File: config.mk
export PLATFORM = sky130hd
export DESIGN_NAME = guess_entry
export DESIGN_NICKNAME = d
export VERILOG_FILES = /design/src/rtl/guess_pkg.sv /design/src/rtl/guess_entry_button_conditioner.sv /design/src/rtl/guess_entry.sv
export SDC_FILE = /design/constraint.sdc
export NUM_CORES = 1
export LEC_CHECK = 0
export BUFFER_PORTS_ARGS = -buffer_cell sky130_fd_sc_hd__buf_2
export CAP_MARGIN = 25
export CORE_UTILIZATION = 51
export CTS_CLUSTER_SIZE = 24
export DETAILED_ROUTE_END_ITERATION = 7
export GPL_TIMING_DRIVEN = 0
export PLACE_DENSITY = 0.85
export SYNTH_ARGS = -nofsm -noshare
export SYNTH_HDL_FRONTEND = slang
export SYNTH_SLANG_ARGS = --single-unit
File: constraint.sdc
create_clock -name clk -period 2.2 [get_ports clk]
set_input_delay 0.33 -clock clk [delete_from_list [all_inputs] [get_ports clk]]
set_output_delay 0.33 -clock clk [all_outputs]
set_load 0.005 [all_outputs]
File: src/rtl/guess_pkg.sv
// Shared types and constants for the guess entry keypad front-end.
package guess_pkg;

    typedef enum logic [1:0] {
        ST_IDLE    = 2'd0,
        ST_ENTRY   = 2'd1,
        ST_FIRE    = 2'd2,
        ST_RELEASE = 2'd3
    } entry_state_t;

    typedef logic [3:0] bcd_t;

    localparam int MAX_DIGITS = 3;

    function automatic logic is_bcd(input bcd_t d);
        return d <= 4'd9;
    endfunction

endpackage

File: src/rtl/guess_entry_button_conditioner.sv
// Enter push-button conditioning: 2-flop synchroniser, optional debounce
// (GUESS_ENTRY_DEBOUNCE_EN) and a registered rising-edge press pulse.
module button_conditioner #(
    parameter int DEBOUNCE_CYCLES = 16
) (
    input  logic clk,
    input  logic rst_n,
    input  logic i_btn,
    output logic o_level,
    output logic o_press
);

    logic       r_sync1;
    logic       r_sync2;
    logic       r_level_d;
    logic       r_press;
    logic       r_armed;
    logic [1:0] r_rdy;
    logic       w_level;

    always_ff @(posedge clk or negedge rst_n) begin
        if (!rst_n) begin
            r_sync1 <= 1'b0;
            r_sync2 <= 1'b0;
        end else begin
            r_sync1 <= i_btn;
            r_sync2 <= r_sync1;
        end
    end

`ifdef GUESS_ENTRY_DEBOUNCE_EN
    localparam int CNT_W = (DEBOUNCE_CYCLES > 1) ? $clog2(DEBOUNCE_CYCLES) : 1;
    localparam logic [CNT_W-1:0] RELOAD = CNT_W'(DEBOUNCE_CYCLES - 1);

    logic [CNT_W-1:0] r_db_cnt;
    logic             r_db_level;

    // Down-counter reloads whenever the synchronised level matches the accepted one.
    always_ff @(posedge clk or negedge rst_n) begin
        if (!rst_n) begin
            r_db_cnt   <= '0;
            r_db_level <= 1'b0;
        end else if (r_sync2 == r_db_level) begin
            r_db_cnt   <= RELOAD;
        end else if (r_db_cnt == '0) begin
            r_db_level <= r_sync2;
            r_db_cnt   <= RELOAD;
        end else begin
            r_db_cnt   <= r_db_cnt - 1'b1;
        end
    end

    assign w_level = r_db_level;
`else
    assign w_level = r_sync2;
`endif

    // Presses are only honoured once the button has been seen released after
    // reset, so a button held through reset cannot fire on its own.
    always_ff @(posedge clk or negedge rst_n) begin
        if (!rst_n) begin
            r_rdy     <= 2'b00;
            r_armed   <= 1'b0;
            r_level_d <= 1'b0;
            r_press   <= 1'b0;
        end else begin
            r_rdy     <= {r_rdy[0], 1'b1};
            if (r_rdy[1] && !r_sync2 && !w_level) begin
                r_armed <= 1'b1;
            end
            r_level_d <= w_level;
            r_press   <= r_armed && w_level && !r_level_d;
        end
    end

    assign o_level = w_level;
    assign o_press = r_press;

endmodule

File: src/rtl/guess_entry.sv
// Keypad guess entry: assembles up to three BCD digits and emits one confirm
// pulse per enter press. Debounce is compiled in with GUESS_ENTRY_DEBOUNCE_EN.
//
// state      | meaning
// -----------+-------------------------------------------------
// ST_IDLE    | no digits held, waiting for a digit
// ST_ENTRY   | collecting digits
// ST_FIRE    | confirmButton high for this one clock
// ST_RELEASE | waiting for the enter button to be let go
module guess_entry
    import guess_pkg::*;
#(
    parameter int DEBOUNCE_CYCLES = 16
) (
    input  logic       clk,
    input  logic       restart,
    input  logic [3:0] digit_in,
    input  logic       digit_valid,
    input  logic       enter_btn,
    input  logic       clear_btn,
    input  logic [1:0] Max_digit,
    output logic [3:0] key0,
    output logic [3:0] key1,
    output logic [3:0] key2,
    output logic       confirmButton,
    output logic [1:0] entry_count
);

    entry_state_t r_state, w_state_nxt;
    bcd_t         r_key0, r_key1, r_key2;
    bcd_t         w_key0_nxt, w_key1_nxt, w_key2_nxt;
    logic [1:0]   r_count, w_count_nxt;
    logic [1:0]   r_max_prev;
    logic         w_level;
    logic         w_press;
    logic         w_clear;
    logic         w_full;
    logic         w_digit_ok;

    button_conditioner #(
        .DEBOUNCE_CYCLES(DEBOUNCE_CYCLES)
    ) u_btn (
        .clk     (clk),
        .rst_n   (restart),
        .i_btn   (enter_btn),
        .o_level (w_level),
        .o_press (w_press)
    );

    assign w_full     = (Max_digit != 2'd0) && (r_count == Max_digit);
    assign w_digit_ok = digit_valid && is_bcd(digit_in) && (r_count < Max_digit);
    // Retargeting the digit count mid-entry invalidates what was typed.
    assign w_clear    = clear_btn || ((r_state == ST_ENTRY) && (Max_digit != r_max_prev));

    always_ff @(posedge clk or negedge restart) begin
        if (!restart) begin
            r_state    <= ST_IDLE;
            r_key0     <= '0;
            r_key1     <= '0;
            r_key2     <= '0;
            r_count    <= 2'd0;
            r_max_prev <= 2'd0;
        end else begin
            r_state    <= w_state_nxt;
            r_key0     <= w_key0_nxt;
            r_key1     <= w_key1_nxt;
            r_key2     <= w_key2_nxt;
            r_count    <= w_count_nxt;
            r_max_prev <= Max_digit;
        end
    end

    always_comb begin
        w_state_nxt = r_state;
        w_key0_nxt  = r_key0;
        w_key1_nxt  = r_key1;
        w_key2_nxt  = r_key2;
        w_count_nxt = r_count;
        unique case (r_state)
            ST_IDLE, ST_ENTRY: begin
                if (w_clear) begin
                    w_key0_nxt  = '0;
                    w_key1_nxt  = '0;
                    w_key2_nxt  = '0;
                    w_count_nxt = 2'd0;
                    w_state_nxt = w_level ? ST_RELEASE : ST_IDLE;
                end else if (w_press) begin
                    if (w_full) begin
                        w_state_nxt = ST_FIRE;
                    end
                end else if (w_digit_ok) begin
                    w_key2_nxt  = r_key1;
                    w_key1_nxt  = r_key0;
                    w_key0_nxt  = digit_in;
                    w_count_nxt = r_count + 2'd1;
                    w_state_nxt = ST_ENTRY;
                end
            end
            ST_FIRE: begin
                w_key0_nxt  = '0;
                w_key1_nxt  = '0;
                w_key2_nxt  = '0;
                w_count_nxt = 2'd0;
                w_state_nxt = ST_RELEASE;
            end
            ST_RELEASE: begin
                if (!w_level) begin
                    w_state_nxt = ST_IDLE;
                end
            end
            default: w_state_nxt = ST_IDLE;
        endcase
    end

    assign key0          = r_key0;
    assign key1          = r_key1;
    assign key2          = r_key2;
    assign entry_count   = r_count;
    assign confirmButton = (r_state == ST_FIRE);

endmodule
==> impl_summary.log, run 1 <==
[metrics] count of input and output buffers: 25
[metrics] vias in the first global route: 660
[metrics] Cells after DPL: 135
[metrics] Switching Power: around 0.33 mW
[metrics] Total Wirelength: between 1.5 and 2 mm
[metrics] Cell Rows: 16
[metrics] final cell area excluding filler cells: around 1300 um^2
[metrics] Antenna Diode Count: 0
[metrics] required time at the worst-slack endpoint: about 2.4 ns
[metrics] part of the power in combinational logic: 31.3%
[metrics] Initial Utilization: between 50% and 60%
[metrics] post-detail-place hpwl: roughly 1.4 mm
[metrics] internal power: approximately 0.7 mW
[metrics] post-layout instance count excluding filler cells: between 100 and 150
[metrics] Worst Setup Path Type: flip-flop to flip-flop
[metrics] final setup vio count: 0
[metrics] crit path launch type: flip-flop
[metrics] number of standard cells after synthesis: between 80 and 90
[metrics] worst slew slack as a fraction of its limit: roughly 65%
[metrics] hold bufs inserted after CTS: 0
[metrics] Layout fillers: about 160
[metrics] Clock Sinks: 25
[metrics] number of gates given a new drive strength after cts: 0
[metrics] post-synthesis sequential area ratio: roughly 58%
[metrics] drt via density: 5.41
[metrics] Static Leak: ~0.64 nW
[metrics] slew at the pin with the worst max-slew slack: approximately 0.53 ns
[metrics] status: finished, violations left
[metrics] yosys synthesis warning count: 0
[metrics] worst vdd ir: around 0.46 mV
[metrics] gpl congestion: just over 0.8
[metrics] setup_tns: 0 ns
[metrics] Post-route DRC: 0
[metrics] syn_nets: between 90 and 100
[metrics] RSZ-0062 raised after global routing: no
[metrics] violated checks: hold timing
[metrics] Antenna Violating Nets Remaining: 0
[metrics] I/O Pins: 26
[metrics] clock root buffer: sky130_fd_sc_hd__clkbuf_4
[metrics] pin count of the biggest net entering global routing: 26
[metrics] clock skew after layout: roughly 0.012 ns
[metrics] worst min-delay path category: input pin to asynchronous set/reset pin
[metrics] area added between synthesis and finish: 17.1%
[metrics] total overflow reported by the global router: 0
[metrics] Chip Height: 48.1 um
[metrics] router iterations before antenna repair: 5
[metrics] arrival time reported for the critical path endpoint: just over 2 ns
[metrics] Avg Inst Size Synth: 13.1 um^2
[metrics] global-route wire length before repair: around 2.8 mm
[metrics] CTS tree: built
[metrics] Placement Cell Area: 1240 um^2
[metrics] routed via count: roughly 750
[metrics] PwrDens: about 810 nW/um^2
[metrics] clock transition time at the flip-flop clock pins of the worst setup and hold paths: about 0.13 ns
[metrics] proportion of power drawn by the clock network: 19.2%
[metrics] reported max-cap violation count: 0
[metrics] most used cells in the layout excluding fill and tap cells: sky130_fd_sc_hd__dfrtp_1 (25), sky130_fd_sc_hd__buf_2 (25), sky130_fd_sc_hd__a22o_1 (10)
[metrics] Reg power frac: 49.5%
[metrics] nets@finish: between 100 and 150
[metrics] final hold vios: 25
[metrics] post-CTS setup buffer count: 0
[metrics] Achievable Freq: 549 MHz
[metrics] post-route fraction of the period consumed by the critical path: 82.8%
[metrics] switching portion of total power: 32.3%
[metrics] post-layout worst setup margin: ~0.38 ns
[metrics] element type at the critical path end: flip-flop
[metrics] initial antenna violation count: 0
[metrics] pre-CTS worst setup slack: a little under 0.3 ns
[metrics] share of final-layout standard cells stronger than drive strength 1: between 30% and 40%
[metrics] maximum clock insertion buffer count: 2
[metrics] netlist area before placement: 1090 um^2
[metrics] Slew Limit Fails: 0
[metrics] shortest clock period the worst path allows after layout: approximately 1.8 ns
[metrics] maximum fanout along the worst path: 10
[metrics] clock latency on the worst-skew pair: around 0.31 ns
[metrics] number of flip-flops and latches in the synthesized netlist: 25
[metrics] x dimension of the die: between 40 and 50 um
[metrics] drt initial violations: 7
[metrics] Core Area: ~2000 um^2
[metrics] total die area: roughly 2300 um^2
[metrics] TritonCTS buffer count: 3
[metrics] total routing usage reported by global routing: around 18%
[metrics] count of cell types in the netlist: 33
[metrics] worst hold-check slack: -0.0257 ns
[metrics] H-tree depth: 1
[metrics] average detailed-routed wire length per instance: 13.7 um
==> worst max-delay path: stages, from the launching register on <==
cell and delay, ns:
sky130_fd_sc_hd__dfrtp_1 0.44, sky130_fd_sc_hd__ha_1 0.20, sky130_fd_sc_hd__nor3b_2 0.24, sky130_fd_sc_hd__nand3_1 0.18, sky130_fd_sc_hd__a32o_2 0.33, sky130_fd_sc_hd__buf_6 0.15, sky130_fd_sc_hd__a22o_1 0.17
==> cell type report <==
class	instances	area, um^2	area share [%]
inverters	4	15.0	1.18
well taps	27	33.8	2.66
repair buffers	25	125	9.84
multi-input cells	50	414	32.6
clock buffers	4	26.3	2.07
flip-flops and latches	25	626	49.2
plain buffers	4	31.3	2.46
==> Yosys cell counts, drive strengths merged <==
library cell / instances / area, um^2
nor2: 2 / 7.51
o31ai: 2 / 15.0
a31oi: 1 / 6.26
nand2: 3 / 11.3
ha: 2 / 25.0
a21o: 1 / 7.51
conb: 1 / 3.75
o211ai: 1 / 7.51
nand3: 3 / 15.0
o2111a: 1 / 11.3
o21a: 1 / 8.76
o31a: 1 / 10.0
xor2: 2 / 32.5
mux2: 1 / 11.3
a22o: 12 / 108
nor2b: 1 / 6.26
nand4: 3 / 18.8
a21oi: 1 / 5.00
nand2b: 1 / 6.26
and3: 2 / 15.0
nor4: 1 / 21.3
clkbuf: 2 / 8.75
o221ai: 1 / 8.76
buf: 2 / 22.5
o21ai: 3 / 18.8
or4b: 1 / 10.0
inv: 4 / 15.0
nor3b: 1 / 12.5
dfrtp: 25 / 626
a32o: 1 / 11.3
==> metrics by stage <==
stage / utilization (%) / total power, mW
after detailed placement: 62.8 / 0.841
after floorplan: - / 0.754
after global routing: 64.1 / 1.09
after global placement: 62.8 / 0.827
after CTS: 64.1 / 1.03
final: 64.1 / 1.03
==> routing by layer <==
layer  wire [um]  GRT usage (%)  up-vias
li1            -              -      367
met1         920           24.6      362
met2         913           26.4       21
met3          61           3.33        2
met4          12           10.6        0
met5           0              0        -
==> path summary, 6_finish.rpt <==
check,slack (ns),from,cells past startpoint,end
max in group asynchronous,1.86,restart,1,u_btn.o_press
worst min-delay path,-0.03,restart,1,entry_count[1]
min in group clk,0.13,enter_btn,1,u_btn.r_sync1
worst max-delay path,0.38,entry_count[1],6,key2[1]
worst min register to register,0.36,u_btn.r_rdy[0],0,u_btn.r_rdy[1]
worst max register to register,0.38,entry_count[1],6,key2[1]
==> cell families (layout without fill, tap and decap cells) <==
logic type      after synthesis  count (layout)  share of synthesized area, %
simple gates                 18              18                          11.4
fa+ha+maj                     2               2                          2.30
buf+inv                       8              37                          4.26
other cells                   1               1                         0.345
mux                           1               1                          1.04
xor+xnor                      2               2                          3.00
flops                        25              25                          57.6
compound gates               26              26                          20.0
==> registers in the layout, indices dropped and copies added, names as in the netlist <==
| signal | count |
|---|---|
| key1 | 4 |
| u_btn.r_armed | 1 |
| u_btn.r_sync1 | 1 |
| u_btn.o_level | 1 |
| key0 | 4 |
| entry_count | 2 |
| u_btn.r_rdy | 2 |
| key2 | 4 |
| r_state | 2 |
| u_btn.o_press | 1 |
| r_max_prev | 2 |
| u_btn.r_level_d | 1 |
==> power groups by stage <==
stage / logic [mW] / registers [mW] / clock network [mW]
finish: 0.322 / 0.509 / 0.197
global route: 0.354 / 0.514 / 0.220
CTS: 0.324 / 0.508 / 0.199
detailed placement: 0.323 / 0.517 / 0
global placement: 0.311 / 0.516 / 0
floorplan: 0.239 / 0.515 / 0
No activity file was read; power rests on OpenSTA's default activity.
==> run 2: changes to the inputs <==
- CORE_UTILIZATION: 51 -> 46
- PLACE_DENSITY: 0.85 -> 0.81
- clock period: 2.2 -> 1.46 ns (I/O delays scaled with it)
==> impl_summary.log, run 2 (synthesis results as in run 1) <==
[metrics] status: finished, violations left
[metrics] violated checks: setup timing
[metrics] clock latency on the worst-skew pair: 0.31 ns (about the same)
[metrics] cell depth of the worst flop-to-flop path: 6 (unchanged)
[metrics] final setup vio count: 16 (+16)
[metrics] TritonCTS buffer count: 3 (unchanged)
[metrics] required time at the worst-slack endpoint: 1.67 ns (-0.73 ns)
[metrics] nets@finish: 129 (+2.4%)
[metrics] worst setup slack for register-to-register paths: -0.28 ns (-0.66 ns)
[metrics] worst slew slack as a fraction of its limit: 63.5% (-1.0 points)
[metrics] vias in the first global route: 746 (+13%)
[metrics] element type at the critical path end: flip-flop
[metrics] drt initial violations: 8 (+1)
[metrics] post-detail-place hpwl: 1.37 mm (-4.7%)
[metrics] total routing usage reported by global routing: 18.2% (+0.32 points)
[metrics] worst min-delay path category: input pin to flip-flop
[metrics] Total Wirelength: 2.12 mm (+11%)
[metrics] Chip Height: 50.6 um (+5.1%)
[metrics] Cell Chain, Critical Path: ha_4, nor3b_4, nand3_2, a32o_2, buf_6, a22o_1
[metrics] RSZ-0062 raised after global routing: yes
[metrics] total die area: 2560 um^2 (+10%)
[metrics] Layout fillers: 191 (+16%)
[metrics] I/O Pins: 26 (unchanged)
[metrics] Static Leak: 0.673 nW (+4.5%)
[metrics] routed via count: 791 (+5.2%)
[metrics] initial antenna violation count: 0 (unchanged)
[metrics] CTS tree: built
[metrics] H-tree depth: 1 (unchanged)
[metrics] launch point of the critical path: entry_count[1]
[metrics] final hold vios: 0 (-100%)
[metrics] Achievable Freq: 574 MHz (+4.5%)
[metrics] Antenna Violating Nets Remaining: 0 (unchanged)
[metrics] Worst Setup Path Type: flip-flop to flip-flop
[metrics] x dimension of the die: 50.6 um (+5.1%)
[metrics] global-route wire length before repair: 3.35 mm (+22%)
[metrics] arrival time reported for the critical path endpoint: 1.96 ns (-0.06 ns)
[metrics] worst hold-check slack: 0.0712 ns (+0.0969 ns)
[metrics] Antenna Diode Count: 0 (unchanged)
[metrics] maximum fanout along the worst path: 10 (unchanged)
[metrics] worst hold path stage count: 1
[metrics] Reg2Reg Launch Point: entry_count[1]
[metrics] master of the slowest instance on the critical path: sky130_fd_sc_hd__dfrtp_2
[metrics] worst min-delay path startpoint: Max_digit[1]
[metrics] share of final-layout standard cells stronger than drive strength 1: 45.2% (+5.9 points)
[metrics] switching portion of total power: 33.5% (+1.2 points)
[metrics] Initial Utilization: 49.1% (-5.7 points)
[metrics] drt via density: 5.53 (+2.2%)
[metrics] average detailed-routed wire length per instance: 14.8 um (+8.2%)
[metrics] maximum clock insertion buffer count: 2 (unchanged)
[metrics] pin count of the biggest net entering global routing: 26 (unchanged)
[metrics] internal power: 1.10 mW (+57%)
[metrics] clock skew after layout: 0.00396 ns (-0.00825 ns)
[metrics] PwrDens: 1200 nW/um^2 (+49%)
[metrics] most common cell after layout, fill and taps aside: sky130_fd_sc_hd__buf_2
[metrics] Reg power frac: 48.9% (-0.6 points)
[metrics] part of the power in combinational logic: 32.8% (+1.5 points)
[metrics] total overflow reported by the global router: 0 (unchanged)
[metrics] router iterations before antenna repair: 4 (-1)
[metrics] Final Power: 1.65 mW (+60%)
[metrics] reported max-cap violation count: 0 (unchanged)
[metrics] Switching Power: 0.552 mW (+66%)
[metrics] Hold EP: r_max_prev[1]
[metrics] Reg2Reg Capture Point: key2[1]
[metrics] Post-route DRC: 0 (unchanged)
[metrics] Clock Sinks: 25 (unchanged)
[metrics] clock transition time at the flip-flop clock pins of the worst setup and hold paths: 0.13 ns (about the same)
[metrics] shortest clock period the worst path allows after layout: 1.74 ns (-0.0787 ns)
[metrics] crit path launch type: flip-flop
[metrics] Slew Limit Fails: 0 (unchanged)
[metrics] slew at the pin with the worst max-slew slack: 0.542 ns (+0.00939 ns)
[metrics] gpl congestion: 0.755 (-7.5%)
[metrics] Core Util, Final: 62.0% (-2.2 points)
[metrics] count of input and output buffers: 25 (unchanged)
[metrics] post-route fraction of the period consumed by the critical path: 119% (+37 points)
[metrics] area added between synthesis and finish: 26.3%
[metrics] most used cells in the layout excluding fill and tap cells: sky130_fd_sc_hd__buf_2 (25), sky130_fd_sc_hd__dfrtp_1 (24), sky130_fd_sc_hd__a22o_1 (10)
[metrics] Cell Rows: 17 (+1)
[metrics] proportion of power drawn by the clock network: 18.4% (-0.8 points)
[metrics] clock root buffer: sky130_fd_sc_hd__clkbuf_4
[metrics] CP max stage delay: 0.45 ns (about the same)
[metrics] post-layout worst setup margin: -0.283 ns (-0.661 ns)
[metrics] worst vdd ir: 0.668 mV (+46%)
[metrics] Core Area: 2210 um^2 (+12%)
-- run 2: cell types whose count changed in the layout (fill, tap and decap cells not counted), moves of 2 or more --
cell	change
sky130_fd_sc_hd__o31ai_1	-2
sky130_fd_sc_hd__buf_4	+2
sky130_fd_sc_hd__o31ai_4	+2
sky130_fd_sc_hd__dlygate4sd3_1	+2
-- run 2: worst max-delay path, delay by kind of cell (launching register included) --
kind,cells,cell delay (ns)
AOI/OAI and AO/OA,2,0.53
DFF,1,0.45
and+or+nand+nor,2,0.35
adders and majority gates,1,0.17
buffers and inverters,1,0.15
-- run 2: power by group through the flow --
stage          combinational [mW]  clock, mW  sequential, mW
2_1_floorplan               0.359          0           0.776
3_3_place_gp                0.467          0           0.778
3_5_place_dp                0.489          0           0.782
4_1_cts                     0.481      0.312           0.803
5_1_grt                     0.585      0.347           0.811
6_report                    0.540      0.303           0.806
-- run 2: metal layers --
layer,track usage [%],vias up,routed length (um)
met5,0,-,0
met4,8.33,0,40
met3,4.24,6,96
met2,28.4,25,1010
met1,23.8,390,979
li1,-,370,-
-- run 2: metrics by stage --
| step | instance area (um^2) | setup TNS, ns | setup slack [ns] | cells |
|---|---|---|---|---|
| 2_1_floorplan | 1090 | -2.21 | -0.183 | 83 |
| 3_3_place_gp | 1250 | -3.38 | -0.264 | 136 |
| 3_5_place_dp | 1250 | -3.93 | -0.307 | 136 |
| 4_1_cts | 1310 | -3.47 | -0.262 | 141 |
| 5_1_grt | 1370 | -4.47 | -0.322 | 143 |
| 6_report | 1370 | -3.80 | -0.283 | 143 |
-- run 2: cell type report --
type                       instances  area, um^2  area share, %
buffer                             3        27.5           2.01
tap                               28        35.0           2.55
timing repair buffer              29         160           11.7
sequential                        25         627           45.7
multi-input combinational         50         480           35.0
clock buffer                       4        26.3           1.92
inverter                           4        15.0           1.09
-- run 2: worst max-delay path by stage --
stage / endpoint / depth (start not counted) / slack, ns
after global placement: key1[2] / 6 / -0.26
after CTS: key2[1] / 6 / -0.26
final: key2[1] / 6 / -0.28
after global routing: entry_count[1] / 6 / -0.32
after floorplan: key0[1] / 6 / -0.18
after detailed placement: key2[1] / 8 / -0.31
-- run 2: timing repair --
action / CTS / global route
buffers inserted: 1 / 1
gates resized for setup: 5 / 6
hold endpoints to repair: 25 / 1
pin swaps: 4 / 2
hold buffers: 1 / 1
setup endpoints to repair: 17 / 16
